### config.mk
export PLATFORM = sky130hd
export DESIGN_NAME = sig_logic_array_flat
export DESIGN_NICKNAME = d
export VERILOG_FILES = /design/src/rtl/sig_logic_array_if.sv /design/src/rtl/sig_logic_array.sv /design/src/flat_wrapper.sv
export SDC_FILE = /design/constraint.sdc
export NUM_CORES = 1
export LEC_CHECK = 0
export BUFFER_PORTS_ARGS = -buffer_cell sky130_fd_sc_hd__buf_4
export CAP_MARGIN = 10
export CORE_AREA = 2 2 107 135
export DETAILED_ROUTE_END_ITERATION = 7
export DIE_AREA = 0 0 109 137
export PLACE_DENSITY = 0.84
export SETUP_SLACK_MARGIN = 0.5
export SLEW_MARGIN = 15
export SYNTH_ARGS = -nofsm -noshare
export SYNTH_HDL_FRONTEND = slang
export SYNTH_SLANG_ARGS = --single-unit
### constraint.sdc
create_clock -name sys_clock -period 2.1 [get_ports sys_clock]
set_input_delay 0 -clock sys_clock [delete_from_list [all_inputs] [get_ports sys_clock]]
set_output_delay 0 -clock sys_clock [all_outputs]
set_load 0.005 [all_outputs]
### src/rtl/sig_logic_array_if.sv
// Pin-side bundle of sig_logic_array: input pins, function select, counter
// control, and the registered outputs and edge counts.
interface sig_logic_array_if #(
   parameter int CH    = 4,
   parameter int CNT_W = 16
);
   logic [2*CH-1:0]     sig_in;
   logic [3*CH-1:0]     mode;
   logic                mode_load;
   logic                cnt_clr;
   logic [CH-1:0]       sig_out;
   logic [CH*CNT_W-1:0] edge_cnt;

   modport master (
      output sig_in, mode, mode_load, cnt_clr,
      input  sig_out, edge_cnt
   );

   modport slave (
      input  sig_in, mode, mode_load, cnt_clr,
      output sig_out, edge_cnt
   );
endinterface

### src/rtl/sig_logic_array.sv
// CH two-input logic channels: synchroniser, glitch filter, selectable
// function, registered output and saturating rising-edge counter per channel.
module sig_logic_array #(
   parameter int CH       = 4,
   parameter int FILT_LEN = 8,
   parameter int FILT_W   = 4,
   parameter int CNT_W    = 16
) (
   input logic             sys_clock,
   input logic             reset,
   sig_logic_array_if.slave bus
);

   localparam int                NB      = 2 * CH;
   localparam logic [FILT_W-1:0] FILT_TC = FILT_W'(FILT_LEN - 1);
   localparam logic [CNT_W-1:0]  CNT_MAX = '1;

   logic [NB-1:0]       s1;
   logic [NB-1:0]       s2;
   logic [NB-1:0]       f;
   logic [FILT_W-1:0]   c [NB];
   logic [3*CH-1:0]     mode_q;
   logic [CH-1:0]       out_q;
   logic [CH-1:0]       prev;
   logic [CH-1:0]       fn;
   logic [CNT_W-1:0]    cnt [CH];
   logic [CH*CNT_W-1:0] cnt_flat;

   always_comb begin
      fn = '0;
      for (int i = 0; i < CH; i++) begin
         case (mode_q[3*i +: 3])
            3'b000:  fn[i] = ~(f[2*i] & f[2*i+1]);
            3'b001:  fn[i] = f[2*i] & f[2*i+1];
            3'b010:  fn[i] = f[2*i] | f[2*i+1];
            3'b011:  fn[i] = ~(f[2*i] | f[2*i+1]);
            3'b100:  fn[i] = f[2*i] ^ f[2*i+1];
            3'b101:  fn[i] = ~(f[2*i] ^ f[2*i+1]);
            3'b110:  fn[i] = f[2*i];
            default: fn[i] = 1'b0;
         endcase
      end
   end

   always_ff @(posedge sys_clock) begin
      if (reset) begin
         s1     <= '0;
         s2     <= '0;
         f      <= '0;
         mode_q <= '0;
         // All-ones equals NAND(0,0), so leaving reset produces no edge.
         out_q  <= '1;
         prev   <= '1;
         for (int b = 0; b < NB; b++) c[b] <= '0;
         for (int i = 0; i < CH; i++) cnt[i] <= '0;
      end else begin
         s1 <= bus.sig_in;
         s2 <= s1;
         for (int b = 0; b < NB; b++) begin
            if (s2[b] == f[b]) begin
               c[b] <= '0;
            end else if (c[b] == FILT_TC) begin
               f[b] <= s2[b];
               c[b] <= '0;
            end else begin
               c[b] <= c[b] + 1'b1;
            end
         end
         if (bus.mode_load) mode_q <= bus.mode;
         out_q <= fn;
         prev  <= out_q;
         // Clear wins over a coincident edge; that edge is not counted.
         for (int i = 0; i < CH; i++) begin
            if (bus.cnt_clr)
               cnt[i] <= '0;
            else if (out_q[i] && !prev[i] && cnt[i] != CNT_MAX)
               cnt[i] <= cnt[i] + 1'b1;
         end
      end
   end

   always_comb begin
      cnt_flat = '0;
      for (int i = 0; i < CH; i++) cnt_flat[CNT_W*i +: CNT_W] = cnt[i];
   end

   assign bus.sig_out  = out_q;
   assign bus.edge_cnt = cnt_flat;

endmodule

### src/flat_wrapper.sv
// flat-port wrapper written by rule: the top's interface ports become plain ports
module sig_logic_array_flat 
#(
   parameter int CH       = 4,
   parameter int FILT_LEN = 8,
   parameter int FILT_W   = 4,
   parameter int CNT_W    = 16
)
  (sys_clock, reset, bus_sig_in, bus_mode, bus_mode_load, bus_cnt_clr, bus_sig_out, bus_edge_cnt);
  sig_logic_array_if #(.CH(CH), .CNT_W(CNT_W)) bus_i ();
  input logic sys_clock;
  input logic reset;
  input wire logic [$bits(bus_i.sig_in)-1:0] bus_sig_in;
  input wire logic [$bits(bus_i.mode)-1:0] bus_mode;
  input wire logic [$bits(bus_i.mode_load)-1:0] bus_mode_load;
  input wire logic [$bits(bus_i.cnt_clr)-1:0] bus_cnt_clr;
  output wire logic [$bits(bus_i.sig_out)-1:0] bus_sig_out;
  output wire logic [$bits(bus_i.edge_cnt)-1:0] bus_edge_cnt;
  assign bus_i.sig_in = bus_sig_in;
  assign bus_i.mode = bus_mode;
  assign bus_i.mode_load = bus_mode_load;
  assign bus_i.cnt_clr = bus_cnt_clr;
  assign bus_sig_out = bus_i.sig_out;
  assign bus_edge_cnt = bus_i.edge_cnt;
  sig_logic_array #(.CH(CH), .FILT_LEN(FILT_LEN), .FILT_W(FILT_W), .CNT_W(CNT_W)) u_core (.sys_clock(sys_clock), .reset(reset), .bus(bus_i));
endmodule
==> flow_summary.yaml, run 1 <==
final_layout:
  final_cell_mix: "buf_4 (145), nor2_1 (112), edfxtp_1 (96), xnor2_1 (58), dfxtp_1 (40)"
  nets: 877
  drive_above_1_share: 0.304
  syn2layout_area_growth_pct: 41.3
  n_fill_cell: 937
  layout_commonest_cell: "buf_4"
  fin_area_um2: 9420
  antenna_cells: 0
  utilization: 0.691
  stdcell_count: 1021
setup_path:
  worstPathArrival_ns: 1.85
  worstPathRequired_ns: 2.26
  crit_path_top_delay_cell: "edfxtp_1"
  cp_slowest_stage_delay_ns: 0.40
  startpoint_type: "flip-flop"
  cp_max_fo: 8
  crit_path_end_kind: "flip-flop"
  reg2regPathDepth: 5
  rrSetupSlack_ns: 0.40
  crit_chain: "ha_4 -> nand3_4 -> nor4_4 -> a31o_4 -> nand2_8"
  path_class: "reg -> reg"
power:
  ir_drop_mv: 0.588
  design_power_total_mw: 6.91
  powerDensity_nw_per_um2: 733
  p_leak_nw: 3.73
cts:
  clockRootBuffer: "clkbuf_16"
  cts.sinks: 140
  cts_buffer_depth: 2
  clk_latency_ns: 0.41
  cts_tree: "done"
  cts_buffers: 17
  htree_levels: 4
  path_clk_slew_ns: 0.06
die:
  core_area_um2: 13600
  io_pins: 92
  initial_core_util: 0.489
  std_cell_rows: 48
  die_w_um: 109
  fp.dieArea_um2: 14900
  die_h_um: 137
logic_synthesis:
  syn_inst: 613
  syn_avg_cell_area_um2: 10.9
  async_reset_ff_frac: 0
  ys_warn_count: 0
  ys_seq_area_frac: 0.565
  synth_cell_types: 46
  synth_edf_count: 96
  ys.flop_type: "edfxtp_1"
  syn_area_um2: 6670
  ys_seq_elements: 140
sta:
  fmax_mhz: 589
  worst_pin_slew_ns: 0.521
  setup_viol: 0
  fin_ws_ns: 0.403
  final-hold-violation-count: 0
  drv_slew: 0
  finalCriticalPeriod_ns: 1.70
  tns_ns: 0
  clock_skew_ns: 0.00961
  max-slew-margin-rel: 0.653
  hold_ws_ns: 0.0183
  grt_setup_unrepaired: "true"
  min_period_over_period: 0.808
worst_hold_path:
  min_path_type: "in -> reg"
  min_delay_path_depth: 3
place:
  dp_cells: 906
  place_congestion: 0.825
  portBuffers: 91
  dp_hpwl_um: 8800
  dpl-instance-area_um2: 7780
  place_ws_ns: 0.167
global_routing:
  grt_pass1_wl_um: 23200
  overflow: 0
  antenna_found_initial: 0
  use_met3: 0.0433
  grt_pass1_vias: 5071
  grt_util_met1: 0.226
  use_met2: 0.359
  grt_max_degree: 54
  grt_use_total: 0.200
  top_usage_layer: "met2"
routing:
  drt-pass1-iter-count: 5
  vias: 5255
  drc_errors: 0
  wl_per_cell_um: 14.8
  via_per_inst: 5.15
  drtIter0Drc: 296
  ant_nets: 0
  wirelength_um: 15100
run_status:
  status: "complete, no violations"
run:
  drv_cap: 0
path summary, 6_finish.rpt:
path,start,endpoint
worst max-delay path,u_core.cnt[1][0],u_core.cnt[1][5]
worst min-delay path,bus_mode_load,u_core.mode_q[1]
worst max register to register,u_core.cnt[1][0],u_core.cnt[1][5]
worst min register to register,u_core.s1[1],u_core.s2[1]
cells by family (layout without fill, tap and decap cells):
family / Yosys count / after routing / synth area share
mux: 17 / 17 / 0.0257
xor+xnor: 77 / 77 / 0.101
flops: 140 / 140 / 0.565
compound gates: 34 / 37 / 0.0342
other cells: 1 / 32 / 0.000563
fa+ha+maj: 20 / 20 / 0.0375
simple gates: 280 / 283 / 0.208
buf+inv: 44 / 240 / 0.0278
cell usage after synthesis, types with 11 or more instances:
master | instances | area, um^2
nor2_1 | 118 | 443
edfxtp_1 | 96 | 2880
xnor2_1 | 58 | 508
dfxtp_1 | 44 | 881
inv_1 | 33 | 124
nand2_1 | 28 | 105
nand3_1 | 26 | 130
ha_1 | 20 | 250
nor3_1 | 20 | 100
xor2_1 | 19 | 166
mux2i_1 | 16 | 160
nor2b_1 | 16 | 100
nor4_1 | 13 | 81.3
a21oi_1 | 12 | 60.1
nand4_1 | 11 | 68.8
worst max-delay path: cells and delay by family, from the launching register on:
family,cells,cell delay (ns)
AO/OA/AOI/OAI,1,0.34
adder cells (fa/ha/maj),1,0.17
flip-flops,1,0.40
AND/OR/NAND/NOR,3,0.53
state kept, by name, indices dropped and copies added (netlist names):
signal              flops
u_core.cnt             64
u_core.c               32
u_core.mode_q          12
u_core.f                8
u_core.s1               8
u_core.s2               8
u_core.bus.sig_out      4
u_core.prev             4
layer usage:
metal	routed length (um)	part of all wire	vias up
met5	0	0	-
met4	288	0.019	0
met3	723	0.048	31
met2	8130	0.54	167
met1	6000	0.40	2505
li1	-	-	2552
power by group:
| group | total, mW | internal [mW] | switching [mW] |
|---|---|---|---|
| logic | 0.557 | 0.303 | 0.254 |
| clock network | 3.15 | 2.02 | 1.14 |
| registers | 3.20 | 3.08 | 0.127 |
| total | 6.91 | 5.39 | 1.52 |
area by class of cell:
class	count	area (um^2)	area share
Clock buffer	26	574	0.0610
Clock inverter	6	63.8	0.00677
Inverter	33	124	0.0131
Multi-Input combinational cell	466	3270	0.348
Sequential cell	140	3770	0.400
Tap cell	175	219	0.0232
Timing Repair Buffer	175	1400	0.148
what timing repair did:
item / CTS / global route
cloned: 5 / 1
buffers inserted: 32 / 21
setup endpoints to repair: 123 / 138
hold endpoints to repair: 24 / 0
pin swaps: 18 / 16
resized for setup: 25 / 32
hold buffers: 24 / 0
Power figures use the tool's default switching activity.
==> run 2, diff against run 1 <==
==> constraint.sdc (replaced) <==
create_clock -name sys_clock -period 1.45 [get_ports sys_clock]
set_input_delay 0 -clock sys_clock [delete_from_list [all_inputs] [get_ports sys_clock]]
set_output_delay 0 -clock sys_clock [all_outputs]
set_load 0.005 [all_outputs]
==> run 2 against run 1 <==
- the flow now finishes with violations (negative setup slack)
- final area rose by 22%
- critical endpoint is now u_core.cnt[0][12]
- utilization rose by 16 points
- die area did not move
- fmax fell by 3.6%
- routed wire length rose by 44%
- hold slack improved by 0.019 ns
- largest cell class is now multi-input gates
==> flow_summary.yaml, run 2 (same netlist as run 1, synthesis figures left out) <==
die:
  io_pins: 92
  core_area_um2: 13600
  die_h_um: 137
  initial_core_util: 0.489
  die_w_um: 109
  fp.dieArea_um2: 14900
  std_cell_rows: 48
routing:
  drc_errors: 0
  wirelength_um: 21800
  via_per_inst: 5.35
  drt-pass1-iter-count: 5
  drtIter0Drc: 345
  wl_per_cell_um: 19.3
  ant_nets: 0
  vias: 6030
sta:
  drv_slew: 0
  final-hold-violation-count: 0
  finalCriticalPeriod_ns: 1.76
  grt_setup_unrepaired: "true"
  fin_ws_ns: -0.311
  clock_skew_ns: 0.00935
  min_period_over_period: 1.21
  fmax_mhz: 568
  setup_viol: 134
power:
  p_int_mw: 8.19
  powerDensity_nw_per_um2: 918
  p_switching_mw: 2.40
  ir_drop_mv: 0.917
  design_power_total_mw: 10.6
  power.share.clock: 0.443
  seq_power_share: 0.438
  p_leak_nw: 4.65
  combPwrFrac: 0.119
  switching_share: 0.227
cts:
  cts.sinks: 140
  clk_latency_ns: 0.41
  path_clk_slew_ns: 0.06
  cts_buffer_depth: 2
  htree_levels: 4
  cts_tree: "done"
  cts_buffers: 17
  clockRootBuffer: "clkbuf_16"
global_routing:
  grt_use_total: 0.242
  antenna_found_initial: 0
  grt_max_degree: 43
  overflow: 0
  grt_pass1_vias: 5999
  grt_pass1_wl_um: 27700
run:
  drv_cap: 0
run_status:
  violations: "negative setup slack"
  status: "complete, but fails checks"
place:
  place_congestion: 0.839
  dp_hpwl_um: 10500
  portBuffers: 91
  place_ws_ns: -0.184
setup_path:
  cp_slowest_stage_delay_ns: 0.40
  crit_chain: "ha_2 -> nand2_2 -> buf_4 -> nor4_1 -> xnor2_1 -> nor2_2"
  rrSetupSlack_ns: -0.31
  worstPathRequired_ns: 1.61
  path_class: "reg -> reg"
  worstPathArrival_ns: 1.92
  startpoint_type: "flip-flop"
  cp_max_fo: 4
  crit_path_end_kind: "flip-flop"
  crit_path_top_delay_cell: "nor4_1"
final_layout:
  layout_commonest_cell: "buf_6"
  utilization: 0.846
  final_cell_mix: "buf_6 (129), buf_4 (125), edfxtp_1 (96), nor2_1 (52), nor2_2 (50)"
  nets: 984
  syn2layout_area_growth_pct: 73.1
  regMostFlops: "u_core.cnt"
  largest_register_ffs: 64
  drive_above_1_share: 0.527
  reg_top3: "u_core.cnt (64), u_core.c (32), u_core.mode_q (12)"
  antenna_cells: 0
worst_hold_path:
  min_path_type: "in -> reg"
## run 2: power by group through the flow
stage,logic [mW],clock network (mW),registers (mW)
floorplan,0.350,0,4.70
global placement,0.804,0,4.66
detailed placement,0.827,0,4.68
CTS,1.03,4.68,4.60
global route,1.34,4.87,4.66
finish,1.26,4.69,4.64
## run 2: timing repair
action / 4_1_cts / 5_1_grt
endpoints found under the setup margin: 237 / 238
gates cloned: 3 / 1
pin swaps: 60 / 42
hold buffers: 20 / 0
resized for setup: 162 / 169
hold endpoints to repair: 20 / 0
setup buffers: 36 / 31
## run 2: metal layers
| metal | global-route usage | part of all wire | vias to the layer above |
|---|---|---|---|
| met1 | 0.246 | 0.35 | 2979 |
| met3 | 0.0524 | 0.047 | 78 |
| met2 | 0.470 | 0.56 | 201 |
| met4 | 0.0940 | 0.038 | 0 |
| li1 | - | - | 2772 |
| met5 | 0 | 0 | - |
## run 2: per-stage QoR
step | hold WS (ns) | std cells | setup TNS [ns] | instance area [um^2]
final | 0.0373 | 1128 | -27.22 | 11500
after global routing | 0.0416 | 1128 | -33.80 | 11500
after CTS | 0.0130 | 1096 | -10.71 | 10600
after detailed placement | 0.218 | 1005 | -8.98 | 8700
after global placement | 0.212 | 1005 | -4.23 | 8700
after floorplan | 0.128 | 644 | -16.67 | 7070
## run 2: worst max-delay path, delay by kind of cell (launching register included)
family | cells | cell delay, ns
flip-flops | 1 | 0.39
buffers and inverters | 1 | 0.15
adder cells (fa/ha/maj) | 1 | 0.22
XOR/XNOR | 1 | 0.23
AND/OR/NAND/NOR | 3 | 0.52
## run 2: worst paths after layout
path                         start                 to  depth (start not counted)
setup / recovery  u_core.cnt[0][0]  u_core.cnt[0][12]                          6
hold / removal       bus_mode_load  u_core.mode_q[11]                          3
setup reg to reg  u_core.cnt[0][0]  u_core.cnt[0][12]                          6
hold reg to reg       u_core.s1[2]       u_core.s2[2]                          1
## run 2: layout make-up
cell class	instances	area, um^2
clock inverter	12	195
fill	590	2100
inverter	33	126
tap	175	219
sequential	140	3780
clock buffer	20	437
multi-input combinational	464	4000
timing repair buffer	284	2780
==> run 3, diff against run 2 <==
--- a/config.mk
+++ b/config.mk
@@ -7,10 +7,11 @@
 export LEC_CHECK = 0
 export BUFFER_PORTS_ARGS = -buffer_cell sky130_fd_sc_hd__buf_4
 export CAP_MARGIN = 10
-export CORE_AREA = 2 2 107 135
+export CORE_AREA = 10 10 113 140
 export DETAILED_ROUTE_END_ITERATION = 7
-export DIE_AREA = 0 0 109 137
-export PLACE_DENSITY = 0.84
+export DIE_AREA = 0 0 123 150
+export PLACE_DENSITY = 0.87
+export REMOVE_ABC_BUFFERS = 1
 export SETUP_SLACK_MARGIN = 0.5
 export SLEW_MARGIN = 15
 export SYNTH_ARGS = -nofsm -noshare
==> run 3 against run 2 <==
- the flow still finishes with violations (negative setup slack)
- clock skew grew 0.0041 ns
- clock-buffer cell count is 2 higher
- routed wire length is 42% higher
- critical endpoint is now u_core.cnt[0][10]
==> flow_summary.yaml, run 3 (same netlist as run 1, synthesis figures left out) <==
run_status:
  status: "complete, but fails checks"
  violations: "negative setup slack"
cts:
  path_clk_slew_ns: 0.07
  clk_latency_ns: 0.43
  cts_tree: "done"
  cts_buffers: 17
  cts.sinks: 140
  clockRootBuffer: "clkbuf_16"
  cts_buffer_depth: 2
  htree_levels: 4
routing:
  drc_errors: 0
  drtIter0Drc: 790
  wirelength_um: 31000
  drt-pass1-iter-count: 5
  vias: 6978
  ant_nets: 0
  via_per_inst: 6.00
  wl_per_cell_um: 26.7
place:
  dp_hpwl_um: 10700
  dp_cells: 1018
  portBuffers: 91
  place_congestion: 0.801
setup_path:
  reg2reg_from: "u_core.cnt[0][1]"
  worstPathArrival_ns: 2.20
  critPathLaunch: "u_core.cnt[0][1]"
  critical_path.top_delay_family: "simple AND/OR/NAND/NOR gates"
  worstPathRequired_ns: 1.62
  path_buf_inv: 1
  crit_chain: "ha_2 -> nand2_2 -> buf_4 -> nor3_1 -> xnor2_1 -> nor2_2"
  startpoint_type: "flip-flop"
  path_class: "reg -> reg"
  crit_path_end_kind: "flip-flop"
  cp_slowest_stage_delay_ns: 0.59
  crit_path_top_delay_cell: "nor3_1"
  cp_max_fo: 4
die:
  die_w_um: 123
  die_h_um: 150
  fp.dieArea_um2: 18500
  initial_core_util: 0.508
  std_cell_rows: 47
  io_pins: 92
  core_area_um2: 13100
final_layout:
  regMostFlops: "u_core.cnt"
  layout_commonest_cell: "buf_4"
  final_cell_mix: "buf_4 (148), buf_6 (146), edfxtp_1 (96), nor2_1 (47), nor2_2 (42)"
  syn2layout_area_growth_pct: 81.2
  antenna_cells: 0
  stdcell_count: 1163
  drive_above_1_share: 0.572
  nets: 1023
  largest_register_ffs: 64
  reg_top3: "u_core.cnt (64), u_core.c (32), u_core.mode_q (12)"
  utilization: 0.921
  n_fill_cell: 399
global_routing:
  grt_pass1_vias: 6415
  grt_pass1_wl_um: 32500
  grt_max_degree: 56
  overflow: 0
  grt_use_total: 0.223
  antenna_found_initial: 0
sta:
  clock_skew_ns: 0.0134
  drv_slew: 0
  fmax_mhz: 493
  worst_pin_slew_ns: 0.706
  min_period_over_period: 1.40
  setup_viol: 137
  fin_ws_ns: -0.578
  final-hold-violation-count: 0
  max-slew-margin-rel: 0.526
  finalCriticalPeriod_ns: 2.03
  grt_setup_unrepaired: "true"
worst_hold_path:
  worstHoldStart: "bus_mode_load"
  min_path_type: "in -> reg"
power:
  ir_drop_mv: 0.973
  powerDensity_nw_per_um2: 884
  p_leak_nw: 4.95
run:
  drv_cap: 0
run 3: worst min-delay path, stage by stage:
cell	delay, ns
buf_4	0.20
mux2i_1	0.14
nor2_1	0.07
run 3: area by class of cell:
class                      instances  area [um^2]  area share
multi-input combinational        460         4140       0.343
clock inverter                    10          108     0.00891
sequential                       140         3780       0.313
timing repair buffer             327         3220       0.266
clock buffer                      22          497      0.0411
inverter                          33          124      0.0103
tap                              171          214      0.0177
run 3: worst paths after layout:
check | slack (ns) | endpoint | depth (start not counted)
hold reg to reg | 0.44 | u_core.s2[4] | 1
hold / removal | 0.03 | u_core.mode_q[2] | 3
setup reg to reg | -0.58 | u_core.cnt[0][10] | 6
setup / recovery | -0.58 | u_core.cnt[0][10] | 6
run 3: power by group:
group	switching [mW]	leakage [nW]	total, mW	internal [mW]
Sequential	0.220	1.41	4.67	4.46
Combinational	0.680	3.25	1.44	0.757
Clock	1.78	0.298	4.56	2.78
Total	2.68	4.95	10.7	7.99
run 3: metal layers:
| metal | share of wire | vias to the layer above | global-route usage |
|---|---|---|---|
| met2 | 0.51 | 521 | 0.412 |
| met1 | 0.32 | 3378 | 0.230 |
| met4 | 0.089 | 0 | 0.123 |
| met5 | 0 | - | 0 |
| li1 | - | 2844 | - |
| met3 | 0.082 | 235 | 0.0426 |
run 3: metrics by stage:
step                total power, mW  cell area (um^2)  worst slack (ns)  hold slack [ns]  setup TNS, ns
floorplan                      4.98              6720            -0.675           0.0691         -43.45
global placement               5.46              8580            -0.160            0.210          -8.52
detailed placement             5.50              8580            -0.255            0.217         -15.36
CTS                            10.1             10700            -0.170           0.0243          -9.97
global route                   10.9             12100            -0.685           0.0427         -41.11
finish                         10.7             12100            -0.578           0.0335         -35.50
run 3: timing repair:
item / CTS / global route
endpoints found under the setup margin: 238 / 238
setup buffers: 44 / 43
gates resized for setup: 232 / 228
hold buffers: 20 / 0
endpoints found under the hold margin: 20 / 0
pin swaps: 104 / 76
cloned: 5 / 1
